**config.mk**
```make
export PLATFORM = sky130hd
export DESIGN_NAME = canon_sequencer_flat
export DESIGN_NICKNAME = d
export VERILOG_FILES = /design/src/rtl/canon_pkg.sv /design/src/rtl/canon_sequencer_if.sv /design/src/rtl/note_period_rom.sv /design/src/rtl/canon_sequencer.sv /design/src/flat_wrapper.sv
export SDC_FILE = /design/constraint.sdc
export NUM_CORES = 1
export LEC_CHECK = 0
export CORE_MARGIN = 3
export CORE_UTILIZATION = 35
export DETAILED_ROUTE_END_ITERATION = 10
export PLACE_DENSITY_LB_ADDON = 0.08
export SLEW_MARGIN = 20
export SYNTH_ARGS = -nofsm -noshare
export SYNTH_HDL_FRONTEND = slang
export SYNTH_SLANG_ARGS = --single-unit
```
**constraint.sdc**
```tcl
create_clock -name clk -period 9.1 [get_ports clk]
set_input_delay 0.91 -clock clk [delete_from_list [all_inputs] [get_ports clk]]
set_output_delay 0.91 -clock clk [all_outputs]
set_load 0.02 [all_outputs]
```
**src/rtl/canon_pkg.sv**
```systemverilog
// Shared constants, FSM states and melody content for the canon note sequencer.
package canon_pkg;

  localparam int NOTE_W    = 6;
  localparam int LEN_W     = 3;
  localparam int DIV_W     = 11;
  localparam int STEP_W    = 6;
  localparam int NUM_NOTES = 48;
  localparam int ROM_DEPTH = 32;

  typedef enum logic [1:0] {IDLE, LOAD, PLAY, GAP} state_t;

  typedef struct packed {
    logic [NOTE_W-1:0] note;
    logic [LEN_W-1:0]  len;
  } melody_t;

  // {note, len}; note 0 is a rest, note 1 is G2
  localparam logic [NOTE_W+LEN_W-1:0] MELODY [ROM_DEPTH] = '{
    {6'd27, 3'd1}, {6'd15, 3'd0}, {6'd0,  3'd0}, {6'd20, 3'd1},
    {6'd24, 3'd0}, {6'd25, 3'd1}, {6'd27, 3'd1}, {6'd20, 3'd0},
    {6'd36, 3'd1}, {6'd34, 3'd1}, {6'd32, 3'd1}, {6'd31, 3'd1},
    {6'd29, 3'd1}, {6'd27, 3'd1}, {6'd29, 3'd1}, {6'd31, 3'd1},
    {6'd32, 3'd0}, {6'd31, 3'd0}, {6'd29, 3'd0}, {6'd27, 3'd0},
    {6'd25, 3'd0}, {6'd24, 3'd0}, {6'd22, 3'd0}, {6'd0,  3'd0},
    {6'd20, 3'd2}, {6'd22, 3'd0}, {6'd24, 3'd1}, {6'd15, 3'd0},
    {6'd17, 3'd0}, {6'd8,  3'd1}, {6'd1,  3'd2}, {6'd0,  3'd1}
  };

  // Steps beyond the stored melody play as short rests
  function automatic melody_t melody(input logic [STEP_W-1:0] idx);
    if (idx >= STEP_W'(ROM_DEPTH)) return '0;
    return melody_t'(MELODY[idx[4:0]]);
  endfunction

endpackage

```
**src/rtl/canon_sequencer_if.sv**
```systemverilog
// Control inputs and voice-stage outputs of the canon sequencer.
interface canon_sequencer_if;
  import canon_pkg::*;

  logic              enable;
  logic              restart;
  logic              octave_up;
  logic [DIV_W-1:0]  divider;
  logic [STEP_W-1:0] step;
  logic              note_on;
  logic              tick;

  modport master (
    output enable, restart, octave_up,
    input  divider, step, note_on, tick
  );

  modport slave (
    input  enable, restart, octave_up,
    output divider, step, note_on, tick
  );
endinterface

```
**src/rtl/note_period_rom.sv**
```systemverilog
// Note index to pwm_sample divider: round(50e6 / (256 * f_n)) - 1, rest -> 0.
module note_period_rom
  import canon_pkg::*;
(
  input  logic [NOTE_W-1:0] note,
  output logic [DIV_W-1:0]  period
);

  localparam logic [DIV_W-1:0] TABLE [NUM_NOTES] = '{
    11'd1992, 11'd1880, 11'd1775, 11'd1675, 11'd1581, 11'd1492,
    11'd1408, 11'd1329, 11'd1255, 11'd1184, 11'd1118, 11'd1055,
    11'd995,  11'd940,  11'd887,  11'd837,  11'd790,  11'd746,
    11'd704,  11'd664,  11'd627,  11'd592,  11'd558,  11'd527,
    11'd497,  11'd469,  11'd443,  11'd418,  11'd394,  11'd372,
    11'd351,  11'd332,  11'd313,  11'd295,  11'd279,  11'd263,
    11'd248,  11'd234,  11'd221,  11'd208,  11'd197,  11'd186,
    11'd175,  11'd165,  11'd156,  11'd147,  11'd139,  11'd131
  };

  logic [NOTE_W-1:0] idx;

  assign idx = note - NOTE_W'(1);

  always_comb begin
    period = '0;
    if (note != '0 && note <= NOTE_W'(NUM_NOTES)) period = TABLE[idx];
  end

endmodule

```
**src/rtl/canon_sequencer.sv**
```systemverilog
// Melody sequencer: walks the melody at a programmable tempo, drives the voice divider
// with an articulation gap per note, supports pause, restart and octave transposition.
module canon_sequencer
  import canon_pkg::*;
#(
  parameter int TICK_DIV       = 781250,
  parameter int TICKS_PER_UNIT = 8,
  parameter int GAP_TICKS      = 2,
  parameter int SEQ_LEN        = 32
) (
  input logic              clk,
  input logic              rst,
  canon_sequencer_if.slave bus
);

  localparam int PS_W  = $clog2(TICK_DIV);
  localparam int REM_W = $clog2((1 << LEN_W) * TICKS_PER_UNIT + 1);
  localparam logic [PS_W-1:0]   PS_MAX   = PS_W'(TICK_DIV - 1);
  localparam logic [REM_W-1:0]  REM_GAP  = REM_W'(GAP_TICKS);
  localparam logic [STEP_W-1:0] STEP_MAX = STEP_W'(SEQ_LEN - 1);

  state_t            state, state_n;
  logic [PS_W-1:0]   presc, presc_n;
  logic [REM_W-1:0]  remaining, remaining_n, rem_dec;
  logic [STEP_W-1:0] step, step_n;
  logic [DIV_W-1:0]  cur_div, cur_div_n;
  logic              cur_rest, cur_rest_n;
  logic [DIV_W-1:0]  divider, divider_n;
  logic              note_on, note_on_n;
  logic              tick, tick_n;

  melody_t           entry;
  logic [DIV_W-1:0]  base_div, oct_div;
  logic [DIV_W:0]    base_inc;
  logic              running, tick_evt, advance;

  assign entry = melody(step);

  note_period_rom u_rom (
    .note   (entry.note),
    .period (base_div)
  );

  // One octave up halves the period: ((d + 1) >> 1) - 1, kept 12 bits wide to avoid overflow
  assign base_inc = {1'b0, base_div} + (DIV_W + 1)'(1);
  assign oct_div  = base_inc[DIV_W:1] - DIV_W'(1);

  assign running  = (state == PLAY || state == GAP) && bus.enable;
  assign tick_evt = running && (presc == PS_MAX);
  assign rem_dec  = remaining - REM_W'(1);

  always_comb begin
    state_n     = state;
    presc_n     = presc;
    remaining_n = remaining;
    step_n      = step;
    cur_div_n   = cur_div;
    cur_rest_n  = cur_rest;
    advance     = 1'b0;

    if (running) presc_n = tick_evt ? '0 : presc + PS_W'(1);

    case (state)
      IDLE: if (bus.enable) state_n = LOAD;
      LOAD: begin
        remaining_n = REM_W'((int'(entry.len) + 1) * TICKS_PER_UNIT);
        cur_rest_n  = (entry.note == '0);
        cur_div_n   = (entry.note == '0) ? '0 : (bus.octave_up ? oct_div : base_div);
        presc_n     = '0;
        state_n     = PLAY;
      end
      PLAY: if (tick_evt) begin
        remaining_n = rem_dec;
        if (rem_dec == '0) advance = 1'b1;
        else if (rem_dec == REM_GAP && !cur_rest) state_n = GAP;
      end
      GAP: if (tick_evt) begin
        remaining_n = rem_dec;
        if (rem_dec == '0) advance = 1'b1;
      end
      default: state_n = IDLE;
    endcase

    if (advance) begin
      step_n  = (step == STEP_MAX) ? '0 : step + STEP_W'(1);
      state_n = LOAD;
    end

    // Restart overrides any tick or step advance in the same cycle
    if (bus.restart) begin
      step_n  = '0;
      presc_n = '0;
      state_n = bus.enable ? LOAD : IDLE;
    end

    // Outputs are registered from next-state values; a pause silences but keeps cur_div
    tick_n    = tick_evt && !bus.restart;
    divider_n = (state_n == PLAY && bus.enable) ? cur_div_n : '0;
    note_on_n = (state_n == PLAY) && bus.enable && !cur_rest_n;
  end

  always_ff @(posedge clk) begin
    if (rst) begin
      state     <= IDLE;
      presc     <= '0;
      remaining <= '0;
      step      <= '0;
      cur_div   <= '0;
      cur_rest  <= 1'b1;
      divider   <= '0;
      note_on   <= 1'b0;
      tick      <= 1'b0;
    end else begin
      state     <= state_n;
      presc     <= presc_n;
      remaining <= remaining_n;
      step      <= step_n;
      cur_div   <= cur_div_n;
      cur_rest  <= cur_rest_n;
      divider   <= divider_n;
      note_on   <= note_on_n;
      tick      <= tick_n;
    end
  end

  assign bus.divider = divider;
  assign bus.step    = step;
  assign bus.note_on = note_on;
  assign bus.tick    = tick;

endmodule
```
**src/flat_wrapper.sv**
```systemverilog
// flat-port wrapper written by rule: the top's interface ports become plain ports
module canon_sequencer_flat import canon_pkg::*;
#(
  parameter int TICK_DIV       = 781250,
  parameter int TICKS_PER_UNIT = 8,
  parameter int GAP_TICKS      = 2,
  parameter int SEQ_LEN        = 32
)
  (clk, rst, bus_enable, bus_restart, bus_octave_up, bus_divider, bus_step, bus_note_on, bus_tick);
  canon_sequencer_if bus_i ();
  input logic clk;
  input logic rst;
  input wire logic [$bits(bus_i.enable)-1:0] bus_enable;
  input wire logic [$bits(bus_i.restart)-1:0] bus_restart;
  input wire logic [$bits(bus_i.octave_up)-1:0] bus_octave_up;
  output wire logic [$bits(bus_i.divider)-1:0] bus_divider;
  output wire logic [$bits(bus_i.step)-1:0] bus_step;
  output wire logic [$bits(bus_i.note_on)-1:0] bus_note_on;
  output wire logic [$bits(bus_i.tick)-1:0] bus_tick;
  assign bus_i.enable = bus_enable;
  assign bus_i.restart = bus_restart;
  assign bus_i.octave_up = bus_octave_up;
  assign bus_divider = bus_i.divider;
  assign bus_step = bus_i.step;
  assign bus_note_on = bus_i.note_on;
  assign bus_tick = bus_i.tick;
  canon_sequencer #(.TICK_DIV(TICK_DIV), .TICKS_PER_UNIT(TICKS_PER_UNIT), .GAP_TICKS(GAP_TICKS), .SEQ_LEN(SEQ_LEN)) u_core (.clk(clk), .rst(rst), .bus(bus_i));
endmodule
```
=== Word level (Yosys, flattened, before mapping) ===
Memory sizes are Yosys's and may differ from the RTL's.
Cells that the tools add are included.

* Reductions and logical operators: 21
* Equality and inequality tests: 8
* Bitwise logic cells: 3
* Muxes and demuxes: 27
* Add/sub/neg operators: 7
* $lt $le $gt $ge: 4

{| class="wikitable"
|+ Operator list
! cell !! number
|-
| $mux 11 || 6
|-
| $mux 9 || 4
|-
| $add 20x1->20 const B || 1
|-
| $eq 20x20->1 const B || 1
|-
| $mux 20 || 1
|-
| $pmux 7 s2 || 1
|-
| $add 11x1->12 const B || 1
|-
| $ge 6x6->1 const B || 2
|-
| $mux 2 || 6
|-
| $sub 11x1->11 const B || 1
|-
| $eq 7x2->1 const B || 1
|-
| $ge 7x7->1 const B || 1
|-
| $logic_and 1x1->1 || 7
|-
| $logic_not 7->1 || 1
|-
| $mux 7 || 1
|-
| $not 6->7 || 1
|-
| $sub 7x1->7 const B || 1
|-
| $add 6x1->6 const B || 1
|-
| $eq 2x2->1 const B || 3
|-
| $eq 6x5->1 const B || 1
|-
| $le 6x6->1 const B || 1
|-
| $logic_not 6->1 || 1
|-
| $mux 1 || 6
|-
| $mux 6 || 1
|-
| 15 further kinds || 19
|}

* Word-level logic and storage cells: 81
* Output and inout bits: 19
* Memory bits (read-only): 992
* Register bits: 60
* Memories: 2

{| class="wikitable"
|+ Memory list
! memory !! depth !! bits a word !! rd ports !! clocked after Yosys merged registers in !! wr ports !! line !! RTL
|-
| (no name shown) || 64 || 11 || 1 || 0 || 0 || note_period_rom.sv:26 || <nowiki>if (note != '0 && note <= NOTE_W'(NUM_NOTES)) period = TABLE[idx];</nowiki>
|-
| (no name shown) || 32 || 9 || 1 || 0 || 0 || canon_pkg.sv:33 || <nowiki>return melody_t'(MELODY[idx[4:0]]);</nowiki>
|}

=== Depth between registers and ports, before layout ===
Gate-level depths: netlist of run 1.

* Word-level depth: 16
* Mapped depth: 29

=== Cells and area by module ===
Synthesis of run 1 repeated with hierarchy kept, for this count alone.

* Cell total of the unflattened synthesis: 772
* Area, all modules: 5662.9 µm²

{| class="wikitable"
|+ Modules (own cells, without submodules)
! module !! instances !! seq. area each (µm²) !! area each (µm²) !! cells each
|-
| canon_sequencer || 1 || 1201.2 || 3945.0 || 509
|-
| note_period_rom || 1 || 0.0 || 1717.9 || 263
|}

=== Least setup slack after synthesis of run 1 ===
Ideal clock, no wire load.

* Path type: register to register
* From: register u_core.step[0], in the netlist u_core.bus.step[0]
* To: register u_core.divider[10], in the netlist u_core.bus.divider[10]
* Arrival time: 6.842 ns
* Cell stages (with the launch flop): 28
* Data required time: 9.029 ns
* Path slack: 2.187 ns
* Path through: dfxtp_1 -> clkbuf_1 -> inv_1 -> ha_1 -> and2_1 -> o31ai_2 -> a31oi_1 -> inv_2 -> buf_2 -> buf_1 -> ha_1 -> inv_2 -> or4_1 -> nor3_2 -> o21ai_1 -> a222oi_1 -> nor2_1 -> a32o_2 -> nor2_1 -> ha_1 -> inv_1 -> or4b_1 -> buf_2 -> nor4_1 -> xnor2_1 -> nand3_1 -> or4b_1 -> a21oi_1

* Longest elaborated chain between the ends: 16
* Elaborated cells on any way between the ends: 22
* Classes of those cells: add/sub: 3; order compare: 2; mux: 10; bitwise: 2; reduce/logical: 3; memory: 2

{| class="wikitable"
|+ RTL lines
! what !! line !! RTL
|-
| from (decl) || canon_sequencer.sv:25 || <nowiki>logic [STEP_W-1:0] step, step_n;</nowiki>
|-
| from (signal assigned) || canon_sequencer.sv:117 || <nowiki>step <= step_n;</nowiki>
|-
| $not 5->6 (not written as such) || canon_pkg.sv:33 ||
|-
| $mem_v2 32x9 || - ||
|-
| $mux 9 (not written as such) (2 in a row) || canon_pkg.sv:33 ||
|-
| $mux 9 (*) || canon_pkg.sv:33 ||
|-
| $sub 6x1->6 || note_period_rom.sv:22 || <nowiki>assign idx = note - NOTE_W'(1);</nowiki>
|-
| $not 6->7 (not written as such) || note_period_rom.sv:26 ||
|-
| $mem_v2 64x11 || - ||
|-
| $mux 11 (not written as such) (2 in a row) || note_period_rom.sv:26 ||
|-
| $mux 11 || note_period_rom.sv:26 ||
|-
| $add 11x1->12 || canon_sequencer.sv:45 || <nowiki>assign base_inc = {1'b0, base_div} + (DIV_W + 1)'(1);</nowiki>
|-
| $sub 11x1->11 || canon_sequencer.sv:46 || <nowiki>assign oct_div = base_inc[DIV_W:1] - DIV_W'(1);</nowiki>
|-
| $mux 11 || canon_sequencer.sv:68 || <nowiki>cur_div_n = (entry.note == '0) ? '0 : (bus.octave_up ? oct_div : base_div);</nowiki>
|-
| $mux 11 (*) || canon_sequencer.sv:68 ||
|-
| $mux 11 (*) || canon_sequencer.sv:63 || <nowiki>case (state)</nowiki>
|-
| to (signal assigned) || canon_sequencer.sv:120 || <nowiki>divider <= divider_n;</nowiki>
|-
| to (decl) || canon_sequencer.sv:28 || <nowiki>logic [DIV_W-1:0] divider, divider_n;</nowiki>
|}

Every way passes the cells marked *; elsewhere a longest branch is shown, timed or not. The select of a mux whose other input is x is not followed.
A chain may end at the register's enable or synchronous reset.

=== Worst setup path in the final report of run 1 ===
Same ends and word-level chain as after synthesis.

==> impl_metrics.json, run 1 <==
{
  "finalSetupViolCount": 0,
  "yosys_warnings": 0,
  "cp_top_family": "simple AND/OR/NAND/NOR gates",
  "vias_per_cell": 6.17,
  "intPower_mw": 0.498,
  "p_sw_frac": 0.242,
  "dr.max_layer_used": "met4",
  "final_util": 0.394,
  "grt_max_degree": 29,
  "p_sw_mw": 0.159,
  "rows": 46,
  "power_mw": 0.657,
  "powerDensity_nw_per_um2": 105,
  "slowest_stage": "or4b_1",
  "cp.required_ps": 9360,
  "path_depth": 23,
  "seq_power_share": 0.416,
  "drcViolationCount": 0,
  "pwr-share-clk": 0.517,
  "tightest_slew_ps": 1100,
  "slowest_delay_ps": 680,
  "cpMostUsedCell": "ha_1",
  "period_share": 0.863,
  "cp-start-kind": "register",
  "cp_cell_sequence": "inv_1 -> ha_1 -> and2_1 -> o31ai_2 -> a31oi_2 -> inv_2 -> ha_1 -> inv_2 -> or4_1 -> nor3_2 -> o21ai_1 -> a222oi_1 -> nor2_1 -> a32o_2 -> nor2_1 -> ha_1 -> inv_1 -> or4b_1 -> nor4_1 -> xnor2_1 -> nand3_1 -> or4b_1 -> a21oi_1",
  "dpl.cell_count": 957,
  "core_area_um2": 15900,
  "clk_latency_ps": 330,
  "ctsResizeCount": 0,
  "hp-start": "u_core.presc[19]",
  "die_w_um": 134,
  "grt_antenna_before_repair": 0,
  "routedWlPerCell_um": 18.6,
  "path_class": "register to register",
  "grt_pass1_wl_um": 29500,
  "clockBufferDepth": 2,
  "syn2layout_area_growth_pct": 10.2,
  "yosysTopAreaCellShare": 0.211,
  "synth_nets": 789,
  "rr_startpoint": "u_core.bus.step[0]",
  "cp.arrival_ps": 8110,
  "synth-seq-area-share": 0.211,
  "wl_met3_um": 1380,
  "clock-sinks": 60,
  "drv_cap": 0,
  "synthFlopType": "dfxtp_1",
  "fmax_mhz": 127,
  "syn_inst": 759,
  "drive_gt1_frac": 0.0806,
  "startpoint": "u_core.bus.step[0]",
  "holdBufCountCts": 0,
  "track_usage": 0.200,
  "synthArstFlopShare": 0,
  "gp_congestion": 1.01,
  "route.met2.wl_um": 7940,
  "finalMaxSlewViolations": 0,
  "path_clk_slew_ps": 60,
  "start_util": 0.358,
  "grt_pass1_vias": 5607,
  "hold_viol": 0,
  "synth_area_leader_cell": "dfxtp_1",
  "syn_avg_cell_area_um2": 7.52,
  "vias": 6006,
  "rsz0062_at_grt": "no",
  "drtIter0Drc": 802,
  "static-leakage-power_nw": 2.07,
  "ys_top_cells_by_area": "dfxtp_1 (21%), nor2_1 (6.1%), ha_1 (5.5%)",
  "tritoncts": "built",
  "combPwrFrac": 0.067,
  "cts_root_buffer": "clkbuf_16",
  "period_needed_ps": 7850,
  "synth_commonest_cells": "nor2_1 (93), dfxtp_1 (60), a21oi_1 (59), nand2_1 (50), nand3_1 (36)",
  "cp_max_fo": 23,
  "dp_hpwl_um": 13200,
  "drt-met1-wl_um": 8310,
  "clock_skew_ps": 6.94,
  "ys_seq_elements": 60,
  "postCtsSetupBuffers": 0,
  "slew_headroom": 0.264,
  "hold_class": "register to register",
  "final_antenna_net_count": 0,
  "drtPass1Iterations": 5,
  "cts_made_buffers": 9,
  "reg2reg_depth": 23,
  "io-pin-count": 24,
  "die_area_um2": 17900,
  "fin_tns_setup_ps": 0,
  "wirelength_um": 18100,
  "outcome": "finished, final reports clean",
  "die_y_um": 134,
  "io_buffers": 23,
  "synth.distinct_cells": 96,
  "vdd_ir_drop_max_mv": 0.0818,
  "yosysMostFrequentCell": "nor2_1",
  "nNetsFinal": 782,
  "hold_depth": 2,
  "critical_path_buf_inv_count": 4,
  "insertedDiodeCount": 0,
  "netlist_area_um2": 5700,
  "critPathCaptureType": "register",
  "fin_cells": 973,
  "synth_edf_count": 0,
  "htree_levels": 3,
  "grt.overflow.total": 0
}
## cells by family after synthesis
family          after synthesis  share of synthesized area
simple gates                322                      0.297
compound gates              237                      0.307
buf+inv                      75                     0.0678
flops                        60                      0.211
xor+xnor                     33                     0.0507
fa+ha+maj                    25                     0.0548
mux                           7                     0.0123
## cell usage in the layout, fill, tap and decap left out, types with 12 or more instances in the layout
cell,count
nand3_1,36
xor2_1,12
nand4_1,18
xnor2_1,21
nand2_1,50
nor2_1,93
inv_1,24
ha_1,25
or3_1,12
a21oi_1,59
dfxtp_1,60
nor3_1,32
a31oi_1,15
a211oi_1,13
o21ai_0,23
clkdlybuf4s50_1,23
## worst min-delay path, delay by kind of cell, from the launching register on
kind	cells	cell delay, ps
and+or+nand+nor	1	70
xor gates and xnor gates	1	70
DFF	1	330
## layout make-up
cell class,instances,area (um2)
Timing Repair Buffer,29,275
Sequential cell,60,1200
Inverter,28,108
Tap cell,216,270
Clock buffer,9,225
Multi-Input combinational cell,624,4130
Clock inverter,7,76.3
Fill cell,1653,9660
## sequential cells by signal (all words and copies together), names as in the netlist
name,count
u_core.presc,20
u_core.cur_div,11
u_core.bus.divider,11
u_core.bus.tick,1
u_core.state,2
u_core.bus.step,6
u_core.cur_rest,1
u_core.remaining,7
u_core.bus.note_on,1
## path summary, 6_finish.rpt
kind,endpoint,slack (ps)
worst max-delay path,u_core.bus.divider[10],1250
worst min-delay path,u_core.presc[19],500
worst max register to register,u_core.bus.divider[10],1250
worst min register to register,u_core.presc[19],500
## power by group through the flow
stage               combinational (mW)  clock (mW)  sequential, mW
floorplan                       0.0322           0           0.278
global placement                0.0431           0           0.279
detailed placement              0.0437           0           0.279
CTS                             0.0439       0.349           0.273
global route                    0.0499       0.361           0.274
finish                          0.0439       0.340           0.273
## per-layer routing
layer / vias to the layer above / global-route usage
met5: - / 0
met4: 0 / 0.0663
met3: 39 / 0.0366
met2: 279 / 0.306
met1: 2832 / 0.283
li1: 2856 / -
## through the flow
step	setup slack, ps	area [um2]	hold slack, ps
2_1_floorplan	2190	5700	443
3_3_place_gp	1630	5980	498
3_5_place_dp	1390	5980	501
4_1_cts	1350	6290	515
5_1_grt	583	6290	539
6_report	1250	6290	505
Power figures use the tool's default switching activity.
==> run 2, diff against run 1 <==
--- a/config.mk
+++ b/config.mk
@@ -5,6 +5,7 @@
 export SDC_FILE = /design/constraint.sdc
 export NUM_CORES = 1
 export LEC_CHECK = 0
+export CAP_MARGIN = 25
 export CORE_MARGIN = 3
 export CORE_UTILIZATION = 35
 export DETAILED_ROUTE_END_ITERATION = 10
==> run 2 against run 1 <==
Cell count up 0.10%; critical path depth unchanged; largest power group unchanged; sequential power about the same; non-clock buffer count up 1; clock skew about the same.
==> impl_metrics.json, run 2 (synthesized netlist as in run 1, its figures left out) <==
{
  "dp_hpwl_um": 13200,
  "reg2reg_depth": 23,
  "tritoncts": "built",
  "drv_cap": 0,
  "clock_skew_ps": 7.20,
  "largest_register": "u_core.presc",
  "cp.required_ps": 9360,
  "nNetsFinal": 783,
  "vias": 6008,
  "place_ws_ps": 1390,
  "insertedDiodeCount": 0,
  "cp-start-kind": "register",
  "finalSetupViolCount": 0,
  "drtPass1Iterations": 5,
  "startpoint": "u_core.bus.step[0]",
  "r2r-end": "u_core.bus.divider[10]",
  "cp_cell_sequence": "inv_1 -> ha_1 -> and2_1 -> o31ai_2 -> a31oi_2 -> inv_2 -> ha_1 -> inv_2 -> or4_1 -> nor3_2 -> o21ai_1 -> a222oi_1 -> nor2_1 -> a32o_2 -> nor2_1 -> ha_1 -> inv_1 -> or4b_1 -> nor4_1 -> xnor2_1 -> nand3_1 -> or4b_1 -> a21oi_1",
  "period_share": 0.863,
  "fin_cells": 974,
  "hold_depth": 2,
  "final_antenna_net_count": 0,
  "layout_setup_ws_ps": 1250,
  "slowest_stage": "or4b_1",
  "fmax_mhz": 127,
  "top_regs": "u_core.presc: 20 flops, u_core.bus.divider: 11 flops, u_core.cur_div: 11 flops",
  "rr_startpoint": "u_core.bus.step[0]",
  "path_class": "register to register",
  "io-pin-count": 24,
  "mostFrequentLayoutCells": "nor2_1 (93), dfxtp_1 (60), a21oi_1 (59)",
  "outcome": "finished, final reports clean",
  "die_y_um": 134,
  "drcViolationCount": 0,
  "slew_headroom": 0.288,
  "clock-sinks": 60,
  "wirelength_um": 18100,
  "period_needed_ps": 7850,
  "rsz0062_at_grt": "no",
  "gp_congestion": 1.01,
  "static-leakage-power_nw": 2.07,
  "drive_gt1_frac": 0.0818,
  "clk_latency_ps": 330,
  "path_clk_slew_ps": 60,
  "powerDensity_nw_per_um2": 104,
  "hp-start": "u_core.presc[19]",
  "holdBufCountCts": 0,
  "tightest_slew_ps": 1060,
  "drtIter0Drc": 764,
  "dpl.cell_count": 957,
  "cp_max_fo": 23,
  "grt_max_degree": 29,
  "grt_pass1_wl_um": 29500,
  "ctsResizeCount": 0,
  "hold_viol": 0,
  "vias_per_cell": 6.17,
  "power_mw": 0.658,
  "cpMostUsedCell": "ha_1",
  "die_w_um": 134,
  "hold_class": "register to register",
  "clockBufferDepth": 2,
  "cts_root_buffer": "clkbuf_16",
  "start_util": 0.358,
  "hold_path_end": "u_core.presc[19]",
  "grt_pass1_vias": 5607,
  "postCtsSetupBuffers": 0,
  "grt.overflow.total": 0,
  "layout_commonest_cell": "nor2_1",
  "reg2reg_slack_ps": 1250,
  "core_area_um2": 15900,
  "largest_reg_flops": 20,
  "critPathCaptureType": "register",
  "io_buffers": 23,
  "slowest_delay_ps": 680,
  "cts_made_buffers": 9,
  "cp.arrival_ps": 8110,
  "fin_tns_setup_ps": 0,
  "finalMaxSlewViolations": 0,
  "rows": 46,
  "routedWlPerCell_um": 18.6,
  "track_usage": 0.200,
  "grt_antenna_before_repair": 0,
  "die_area_um2": 17900,
  "syn2layout_area_growth_pct": 10.4,
  "vdd_ir_drop_max_mv": 0.0817,
  "htree_levels": 3
}
run 2: how the worst max path moves through the flow:
stage | endpoint | slack, ps
5_1_grt | u_core.bus.divider[10] | 580
3_3_place_gp | u_core.bus.divider[10] | 1630
3_5_place_dp | u_core.bus.divider[10] | 1390
6_report | u_core.bus.divider[10] | 1250
2_1_floorplan | u_core.bus.divider[10] | 2190
4_1_cts | u_core.bus.divider[10] | 1350
run 2: through the flow:
step	hold slack, ps	utilization	instance area, um2
after floorplan	443	-	5700
after global placement	498	0.375	5980
after detailed placement	501	0.375	5980
after CTS	515	0.394	6290
after global routing	539	0.395	6300
final	505	0.395	6300
run 2: layout make-up:
class,instances,area (um2)
Clock inverter,7,76.3
Timing Repair Buffer,30,287
Multi-Input combinational cell,624,4130
Tap cell,216,270
Sequential cell,60,1200
Clock buffer,9,225
Inverter,28,108
Fill cell,1654,9650
run 2: report_power, final:
group          internal, mW  switching [mW]
clock                 0.213           0.128
combinational        0.0168          0.0272
sequential            0.269         0.00456
run 2: per-layer routing:
layer / vias up / global-route usage / routed length, um
met4: 0 / 0.0663 / 460
met3: 42 / 0.0366 / 1310
met1: 2848 / 0.283 / 8330
li1: 2861 / - / -
met2: 257 / 0.306 / 7990
met5: - / 0 / 0
run 2: worst max-delay path, delay by kind of cell (launching register included):
kind                     cells  cell delay (ps)
flip-flops                   1              590
buffers and inverters        4              840
adder cells (fa/ha/maj)      3             1220
XOR/XNOR                     1              280
AO/OA/AOI/OAI                6             1540
AND/OR/NAND/NOR              9             3310
